==> config.mk <==
export PLATFORM = sky130hd
export DESIGN_NAME = activation_feeder_flat
export DESIGN_NICKNAME = d
export VERILOG_FILES = /design/src/rtl/activation_feeder_pkg.sv /design/src/rtl/activation_feeder_if.sv /design/src/rtl/activation_feeder_act_buffer.sv /design/src/rtl/activation_feeder.sv /design/src/flat_wrapper.sv
export SDC_FILE = /design/constraint.sdc
export NUM_CORES = 1
export LEC_CHECK = 0
export BUFFER_PORTS_ARGS = -buffer_cell sky130_fd_sc_hd__buf_2
export CAP_MARGIN = 20
export CORE_ASPECT_RATIO = 0.9
export CORE_MARGIN = 8
export CORE_UTILIZATION = 28
export CTS_BUF_LIST = sky130_fd_sc_hd__clkbuf_8
export DETAILED_ROUTE_END_ITERATION = 16
export PLACE_DENSITY = 0.42
export SLEW_MARGIN = 20
export SYNTH_ARGS = -nofsm -noshare
export SYNTH_HDL_FRONTEND = slang
export SYNTH_SLANG_ARGS = --single-unit
==> constraint.sdc <==
create_clock -name clk -period 3.4 [get_ports clk]
set_clock_uncertainty 0.1 [all_clocks]
set_input_delay 0.68 -clock clk [delete_from_list [all_inputs] [get_ports clk]]
set_output_delay 0.68 -clock clk [all_outputs]
set_load 0.05 [all_outputs]
==> src/rtl/activation_feeder_pkg.sv <==
// Shared types and defaults for the activation feeder: word format and FSM state encoding.
package activation_feeder_pkg;

    localparam int N_DEF = 16;
    localparam int Q_DEF = 12;

    typedef enum logic [1:0] {
        ST_IDLE   = 2'b00,
        ST_STREAM = 2'b01,
        ST_WAIT   = 2'b10
    } state_t;

    function automatic int buf_depth(input int side);
        return side * side;
    endfunction

endpackage

==> src/rtl/activation_feeder_if.sv <==
// Host/accelerator-facing signal bundle of the activation feeder.
interface activation_feeder_if #(
    parameter int N  = 16,
    parameter int AW = 6
);
    logic          wr_en;
    logic [AW-1:0] wr_addr;
    logic [N-1:0]  wr_data;
    logic          start;
    logic          acc_done;
    logic [N-1:0]  act_out;
    logic          act_en;
    logic          busy;
    logic          done;
    logic          timeout;
    logic          wr_err;

    modport master (
        output wr_en, wr_addr, wr_data, start, acc_done,
        input  act_out, act_en, busy, done, timeout, wr_err
    );

    modport slave (
        input  wr_en, wr_addr, wr_data, start, acc_done,
        output act_out, act_en, busy, done, timeout, wr_err
    );
endinterface

==> src/rtl/activation_feeder_act_buffer.sv <==
// Activation buffer: one write port, one registered read port, no reset (BRAM/LUTRAM).
module act_buffer #(
    parameter int N = 16,
    parameter int D = 36
) (
    input  logic                        clk,
    input  logic                        we,
    input  logic [$clog2(D > 1 ? D : 2)-1:0] waddr,
    input  logic [N-1:0]                wdata,
    input  logic                        re,
    input  logic [$clog2(D > 1 ? D : 2)-1:0] raddr,
    output logic [N-1:0]                rdata
);

    logic [N-1:0] mem [D];

    // Write-first: a read of the word being written returns the new data.
    always_ff @(posedge clk) begin
        if (we)
            mem[waddr] <= wdata;
        if (re)
            rdata <= (we && (waddr == raddr)) ? wdata : mem[raddr];
    end

endmodule

==> src/rtl/activation_feeder.sv <==
// Streams an n*n activation buffer to the accelerator in raster order, then waits for its done.
module activation_feeder
    import activation_feeder_pkg::*;
#(
    parameter int N       = N_DEF,
    parameter int Q       = Q_DEF,
    parameter int n       = 6,
    parameter int TIMEOUT = 1024
) (
    input  logic              clk,
    input  logic              rst,
    activation_feeder_if.slave bus
);

    localparam int D  = buf_depth(n);
    localparam int AW = $clog2(D > 1 ? D : 2);
    localparam int WW = $clog2(TIMEOUT + 1);
    localparam logic [AW-1:0] LAST_IDX  = AW'(D - 1);
    localparam logic [WW-1:0] LAST_WAIT = WW'(TIMEOUT - 1);

    if (TIMEOUT < 1 || Q < 0 || Q >= N) begin : g_bad_params
        $error("activation_feeder: illegal TIMEOUT or Q");
    end

    state_t        state_q, state_d;
    logic [AW-1:0] idx_q, idx_d;
    logic [WW-1:0] wcnt_q, wcnt_d;
    logic [N-1:0]  act_out_q, act_out_d;
    logic          act_en_q, act_en_d;
    logic          busy_q, busy_d;
    logic          done_q, done_d;
    logic          timeout_q, timeout_d;
    logic          wr_err_q, wr_err_d;

    logic          wr_ok;
    logic          rd_en;
    logic [AW-1:0] rd_addr;
    logic [N-1:0]  rd_data;

    assign wr_ok = bus.wr_en && (state_q == ST_IDLE) && ({1'b0, bus.wr_addr} < (AW+1)'(D));

    // Reads run one index ahead of act_out; word 0 is fetched on the start edge.
    assign rd_en   = ((state_q == ST_IDLE) && bus.start) ||
                     ((state_q == ST_STREAM) && (idx_q != LAST_IDX));
    assign rd_addr = (state_q == ST_STREAM) ? idx_q + AW'(1) : '0;

    act_buffer #(.N(N), .D(D)) u_buf (
        .clk   (clk),
        .we    (wr_ok),
        .waddr (bus.wr_addr),
        .wdata (bus.wr_data),
        .re    (rd_en),
        .raddr (rd_addr),
        .rdata (rd_data)
    );

    always_ff @(posedge clk or posedge rst) begin
        if (rst) begin
            state_q   <= ST_IDLE;
            idx_q     <= '0;
            wcnt_q    <= '0;
            act_out_q <= '0;
            act_en_q  <= 1'b0;
            busy_q    <= 1'b0;
            done_q    <= 1'b0;
            timeout_q <= 1'b0;
            wr_err_q  <= 1'b0;
        end else begin
            state_q   <= state_d;
            idx_q     <= idx_d;
            wcnt_q    <= wcnt_d;
            act_out_q <= act_out_d;
            act_en_q  <= act_en_d;
            busy_q    <= busy_d;
            done_q    <= done_d;
            timeout_q <= timeout_d;
            wr_err_q  <= wr_err_d;
        end
    end

    always_comb begin
        state_d   = state_q;
        idx_d     = idx_q;
        wcnt_d    = wcnt_q;
        act_out_d = act_out_q;
        act_en_d  = 1'b0;
        done_d    = 1'b0;
        timeout_d = timeout_q;
        wr_err_d  = bus.wr_en && !wr_ok;
        case (state_q)
            ST_IDLE: begin
                if (bus.start) begin
                    state_d   = ST_STREAM;
                    idx_d     = '0;
                    timeout_d = 1'b0;
                end
            end
            ST_STREAM: begin
                act_en_d  = 1'b1;
                act_out_d = rd_data;
                if (idx_q == LAST_IDX) begin
                    state_d = ST_WAIT;
                    idx_d   = '0;
                    wcnt_d  = '0;
                end else begin
                    idx_d = idx_q + AW'(1);
                end
            end
            ST_WAIT: begin
                // The done cycle is still spent in WAIT, so a start seen there is ignored.
                if (done_q) begin
                    state_d = ST_IDLE;
                end else if (bus.acc_done) begin
                    done_d = 1'b1;
                end else if (wcnt_q == LAST_WAIT) begin
                    done_d    = 1'b1;
                    timeout_d = 1'b1;
                end else begin
                    wcnt_d = wcnt_q + WW'(1);
                end
            end
            default: state_d = ST_IDLE;
        endcase
        busy_d = (state_d != ST_IDLE);
    end

    assign bus.act_out = act_out_q;
    assign bus.act_en  = act_en_q;
    assign bus.busy    = busy_q;
    assign bus.done    = done_q;
    assign bus.timeout = timeout_q;
    assign bus.wr_err  = wr_err_q;

endmodule

==> src/flat_wrapper.sv <==
// flat-port wrapper written by rule: the top's interface ports become plain ports
module activation_feeder_flat import activation_feeder_pkg::*;
#(
    parameter int N       = N_DEF,
    parameter int Q       = Q_DEF,
    parameter int n       = 6,
    parameter int TIMEOUT = 1024
)
  (clk, rst, bus_wr_en, bus_wr_addr, bus_wr_data, bus_start, bus_acc_done, bus_act_out, bus_act_en, bus_busy, bus_done, bus_timeout, bus_wr_err);
  activation_feeder_if #(.N(N), .AW(6)) bus_i ();
  input  logic clk;
  input  logic rst;
  input wire logic [$bits(bus_i.wr_en)-1:0] bus_wr_en;
  input wire logic [$bits(bus_i.wr_addr)-1:0] bus_wr_addr;
  input wire logic [$bits(bus_i.wr_data)-1:0] bus_wr_data;
  input wire logic [$bits(bus_i.start)-1:0] bus_start;
  input wire logic [$bits(bus_i.acc_done)-1:0] bus_acc_done;
  output wire logic [$bits(bus_i.act_out)-1:0] bus_act_out;
  output wire logic [$bits(bus_i.act_en)-1:0] bus_act_en;
  output wire logic [$bits(bus_i.busy)-1:0] bus_busy;
  output wire logic [$bits(bus_i.done)-1:0] bus_done;
  output wire logic [$bits(bus_i.timeout)-1:0] bus_timeout;
  output wire logic [$bits(bus_i.wr_err)-1:0] bus_wr_err;
  assign bus_i.wr_en = bus_wr_en;
  assign bus_i.wr_addr = bus_wr_addr;
  assign bus_i.wr_data = bus_wr_data;
  assign bus_i.start = bus_start;
  assign bus_i.acc_done = bus_acc_done;
  assign bus_act_out = bus_i.act_out;
  assign bus_act_en = bus_i.act_en;
  assign bus_busy = bus_i.busy;
  assign bus_done = bus_i.done;
  assign bus_timeout = bus_i.timeout;
  assign bus_wr_err = bus_i.wr_err;
  activation_feeder #(.N(N), .Q(Q), .n(n), .TIMEOUT(TIMEOUT)) u_core (.clk(clk), .rst(rst), .bus(bus_i));
endmodule
==> results by stage <==
Outcome:
- The flow ran to the end, and the final reports show no timing, DRC or antenna violations.

Placement:
- Routability-driven placement finished with a final weighted congestion of 0.848.
- Detailed placement finished with a half-perimeter wire length of 50500 um.
- Timing analysis after detailed placement gives a worst setup slack of 0.236 ns.
- The count of buffers inserted at the top-level ports is 47.

Die:
- The area enclosed by the die boundary is 103000 um2.
- The floorplan step defined a core boundary enclosing 92400 um2.
- During I/O placement, the number of pins put on the boundary was 48.
- The initial utilization of the core area, before any placement, comes to 28.1%.
- The number of core rows is 106.
- The die is 337 um wide.
- The vertical die dimension is 305 um.

Detailed routing:
- Dividing the detail-routed wire length by the instance count gives 25.8 um.
- The number of antenna-violating nets in the routed design is 0.
- After detailed routing, the number of vias per cell comes to 5.05.
- For this block, the initial DRC count from the detailed router was 1495.
- The post-route DRC violation count is 0.
- The routed via count is 16100.
- The number of iterations in the first detailed-routing pass is 6.
- The routed wire length is 82600 um.

Power:
- The ratio of total power to cell area is 949 nW/um2.
- For this design the static power due to leakage is 10.2 nW.
- The total power of the final layout is 29.0 mW.
- The maximum resistive drop on vdd is 0.786 mV.

STA:
- The ratio of final minimum period to clock period is 94.1%.
- Based on the critical path, the design can be clocked at up to 312 MHz.
- Setup repair after global routing left no endpoint under its margin.
- Across all setup checks in the final design, the least slack found is 0.199 ns.
- The worst slew margin relative to its limit is 35.7%.
- The final-report max-slew violation count is 0.
- The time the final worst path needs with I/O delays and setup is 3.20 ns.
- Setup violations remaining at the end of the flow were counted as 0.
- The total negative setup slack is 0 ns.
- Final hold analysis gives a worst-case slack of 0.122 ns.
- The actual slew at the worst max-slew pin is 0.963 ns.
- The total count of hold-check failures in the final report is 0.

Clock tree:
- In this run the clock root is driven by a sky130_fd_sc_hd__clkbuf_8.
- The buffer count from post-CTS setup fixing is 0.
- The number of cells upsized or downsized after cts is 0.
- In this run the deepest clock path goes through 3 buffers.
- The insertion delay to the later sink of the worst-skew pair is 0.77 ns.
- The H-tree was split into 3 levels.
- The number of buffers added by the clock tree synthesis step is 106.
- The CTS tree is done.
- Clock-pin slew was measured on the worst setup and hold paths at 0.07 ns.
- The number of sinks driven by the clock tree is 632.
- Buffers inserted to repair hold after CTS numbered 2.

Worst setup path:
- The cell type group with the largest total delay on the critical path is compound AO/OA/AOI/OAI gates.
- The library cell contributing the largest single delay on the critical path is sky130_fd_sc_hd__dfrtp_4.
- The worst setup path is launched from a register.
- The critical path goes through ha_4 -> buf_4 -> xnor2_2 -> buf_4 -> nor2_4 -> buf_12 -> a2111oi_0 -> nor4_1 -> a211o_1 -> mux2_4.
- The arrival time at the worst endpoint is 3.61 ns.
- STA puts the critical path data required time at 3.81 ns.
- The critical path capture point type is a register.
- On the worst path, the slowest cell contributes a delay of 0.50 ns.
- The startpoint-to-endpoint class of the critical path is register to register.
- The highest net fanout along the worst path is 51.
- The buffers plus inverters on the worst setup path is 3.
- The cell that appears most often on the critical path is sky130_fd_sc_hd__buf_4.

Run:
- The number of maximum-capacitance constraint violations is 0.

Global routing:
- The initial antenna violation count is 5.
- The first global-routing pass estimated 119000 um of wire.
- The via count of the first global-routing pass came to 16400.
- Entering global routing, the biggest net connects 67 pins.
- The total overflow reported by the global router is 0.
- Global routing used 15.7% of the available tracks across all layers.

Yosys:
- Synthesis instantiated 82 different standard cells from the library.
- Among all cell types in the netlist, the one instantiated most often is sky130_fd_sc_hd__edfxtp_1.
- The mapped netlist covers 26000 um2.
- The most instantiated flip-flop cell in the synthesis netlist is sky130_fd_sc_hd__edfxtp_1.
- The post-synthesis instance total is 1711.
- The average instance in the mapped netlist occupies 15.2 um2.
- The count of synthesis-stage warnings from yosys is 0.
- The number of synthesized flops with an enable pin is 592.
- The most area-hungry cell type in the Yosys netlist is sky130_fd_sc_hd__edfxtp_1.
- The share of synthesized area occupied by flip-flops and latches is 72.3%.
- The top cell type by area accounts for 68.5% of the synthesized area.
- Synthesis inferred 632 register bits.
- For this run, asynchronously set or reset flops after synthesis account for 6.33%.
- In the post-synthesis netlist, the biggest area contributors are sky130_fd_sc_hd__edfxtp_1, sky130_fd_sc_hd__dfrtp_1, sky130_fd_sc_hd__mux2i_1.
- Counting instances in the post-synthesis netlist gives the leading cell types as sky130_fd_sc_hd__edfxtp_1, sky130_fd_sc_hd__nand2_1, sky130_fd_sc_hd__nor2_1, sky130_fd_sc_hd__mux2i_1, sky130_fd_sc_hd__o2bb2ai_1.
- The net count after synthesis is 1740.

Final layout:
- The number of nets in the layout is 1896.
- From synthesis to final layout, the design area changed by 17.7%.
- The fraction of layout instances using a drive strength above 1 is 19.0%.
- Summing all flip-flop and latch instances after layout gives 18800 um2.
- The layout filler cell count is 9112.
- The area taken by multi-input logic gates is 6580 um2.

Worst hold path:
- The class of the most critical hold timing path is input port to register.
-- layer usage --
layer | vias to the layer above | routed length, um | track usage, %
met1 | 8334 | 39000 | 22.6
met4 | 4 | 2270 | 4.38
met2 | 504 | 36100 | 23.5
met3 | 146 | 5180 | 3.44
met5 | - | 26 | 0
li1 | 7161 | - | -
-- through the flow --
step	utilization [%]	cell area, um2	cells
after global placement	30.9	28600	2999
final	33.1	30600	3196
after floorplan	-	26000	1711
after global routing	33.1	30600	3195
after detailed placement	30.9	28600	2999
after CTS	33.1	30600	3194
-- path summary, 6_finish.rpt --
kind                                        start                      to  slack [ns]  depth (start not counted)
max                               u_core.idx_q[0]   u_core.u_buf.rdata[0]        0.20                         10
min                                  bus_acc_done         u_core.bus.done        0.12                          3
max reg2reg                       u_core.idx_q[0]   u_core.u_buf.rdata[0]        0.20                         10
min reg2reg                u_core.u_buf.rdata[14]  u_core.bus.act_out[14]        0.35                          2
max in group asynchronous                     rst         u_core.idx_q[0]        2.27                          4
min in group asynchronous                     rst         u_core.idx_q[2]        0.54                          4
-- power by group --
part,switching [mW],leakage (nW),internal (mW)
sequential,0.320,5.83,8.94
combinational,8.69,3.21,4.71
clock,3.16,1.13,3.18
-- cells in the final DEF, fill, tap and decap left out, drive strengths merged, types with 5 or more instances in the layout --
master | netlist | layout
edfxtp | 592 | 592
buf | 76 | 172
nand2 | 110 | 110
nor2 | 109 | 109
clkbuf | 50 | 107
mux2i | 90 | 90
o2bb2ai | 64 | 64
o21ai | 60 | 60
a211oi | 55 | 55
inv | 11 | 53
o22ai | 52 | 52
mux2 | 43 | 43
clkinv | 0 | 41
nand3 | 40 | 40
dfrtp | 40 | 40
a21oi | 37 | 37
o211ai | 31 | 31
a2bb2oi | 30 | 30
a211o | 22 | 22
nor3 | 21 | 21
a31oi | 17 | 17
or3 | 12 | 12
a32oi | 11 | 11
xnor2 | 11 | 11
a32o | 9 | 9
a221o | 9 | 9
o31a | 9 | 9
o221ai | 7 | 7
nand2b | 7 | 7
and3 | 5 | 5
and2 | 5 | 5
a22o | 5 | 5
nor4 | 5 | 5
-- sequential cells by signal, summed over array words and instances (netlist names) --
register            flops
u_core.u_buf.mem      576
u_core.bus.act_out     16
u_core.u_buf.rdata     16
u_core.wcnt_q          11
u_core.idx_q            6
u_core.state_q          2
u_core.bus.act_en       1
u_core.bus.busy         1
u_core.bus.done         1
u_core.bus.timeout      1
u_core.bus.wr_err       1
-- cell families (layout without fill, tap and decap cells) --
| kind of cell | after synthesis | in the layout | share of synthesized area, % |
|---|---|---|---|
| DFF | 632 | 632 | 72.3 |
| AOI/OAI and AO/OA | 448 | 448 | 12.8 |
| and+or+nand+nor | 343 | 343 | 6.22 |
| buffers and inverters | 137 | 378 | 2.57 |
| muxes | 134 | 134 | 5.45 |
| xor gates and xnor gates | 15 | 15 | 0.593 |
| adders and majority gates | 2 | 2 | 0.0963 |
| other | 0 | 2 | 0 |
-- area by class of cell --
| type | count | area share, % |
|---|---|---|
| Antenna cell | 2 | 0.0164 |
| Clock buffer | 107 | 4.82 |
| Clock inverter | 86 | 1.55 |
| Inverter | 11 | 0.139 |
| Multi-Input combinational cell | 942 | 21.5 |
| Sequential cell | 632 | 61.4 |
| Tap cell | 1242 | 5.08 |
| Timing Repair Buffer | 174 | 5.42 |
-- tightest hold or removal path: stages --
cell and delay [ns]:
sky130_fd_sc_hd__buf_2 0.09, sky130_fd_sc_hd__nor2_1 0.04, sky130_fd_sc_hd__nor2_1 0.08
No activity file was read; power rests on OpenSTA's default activity.
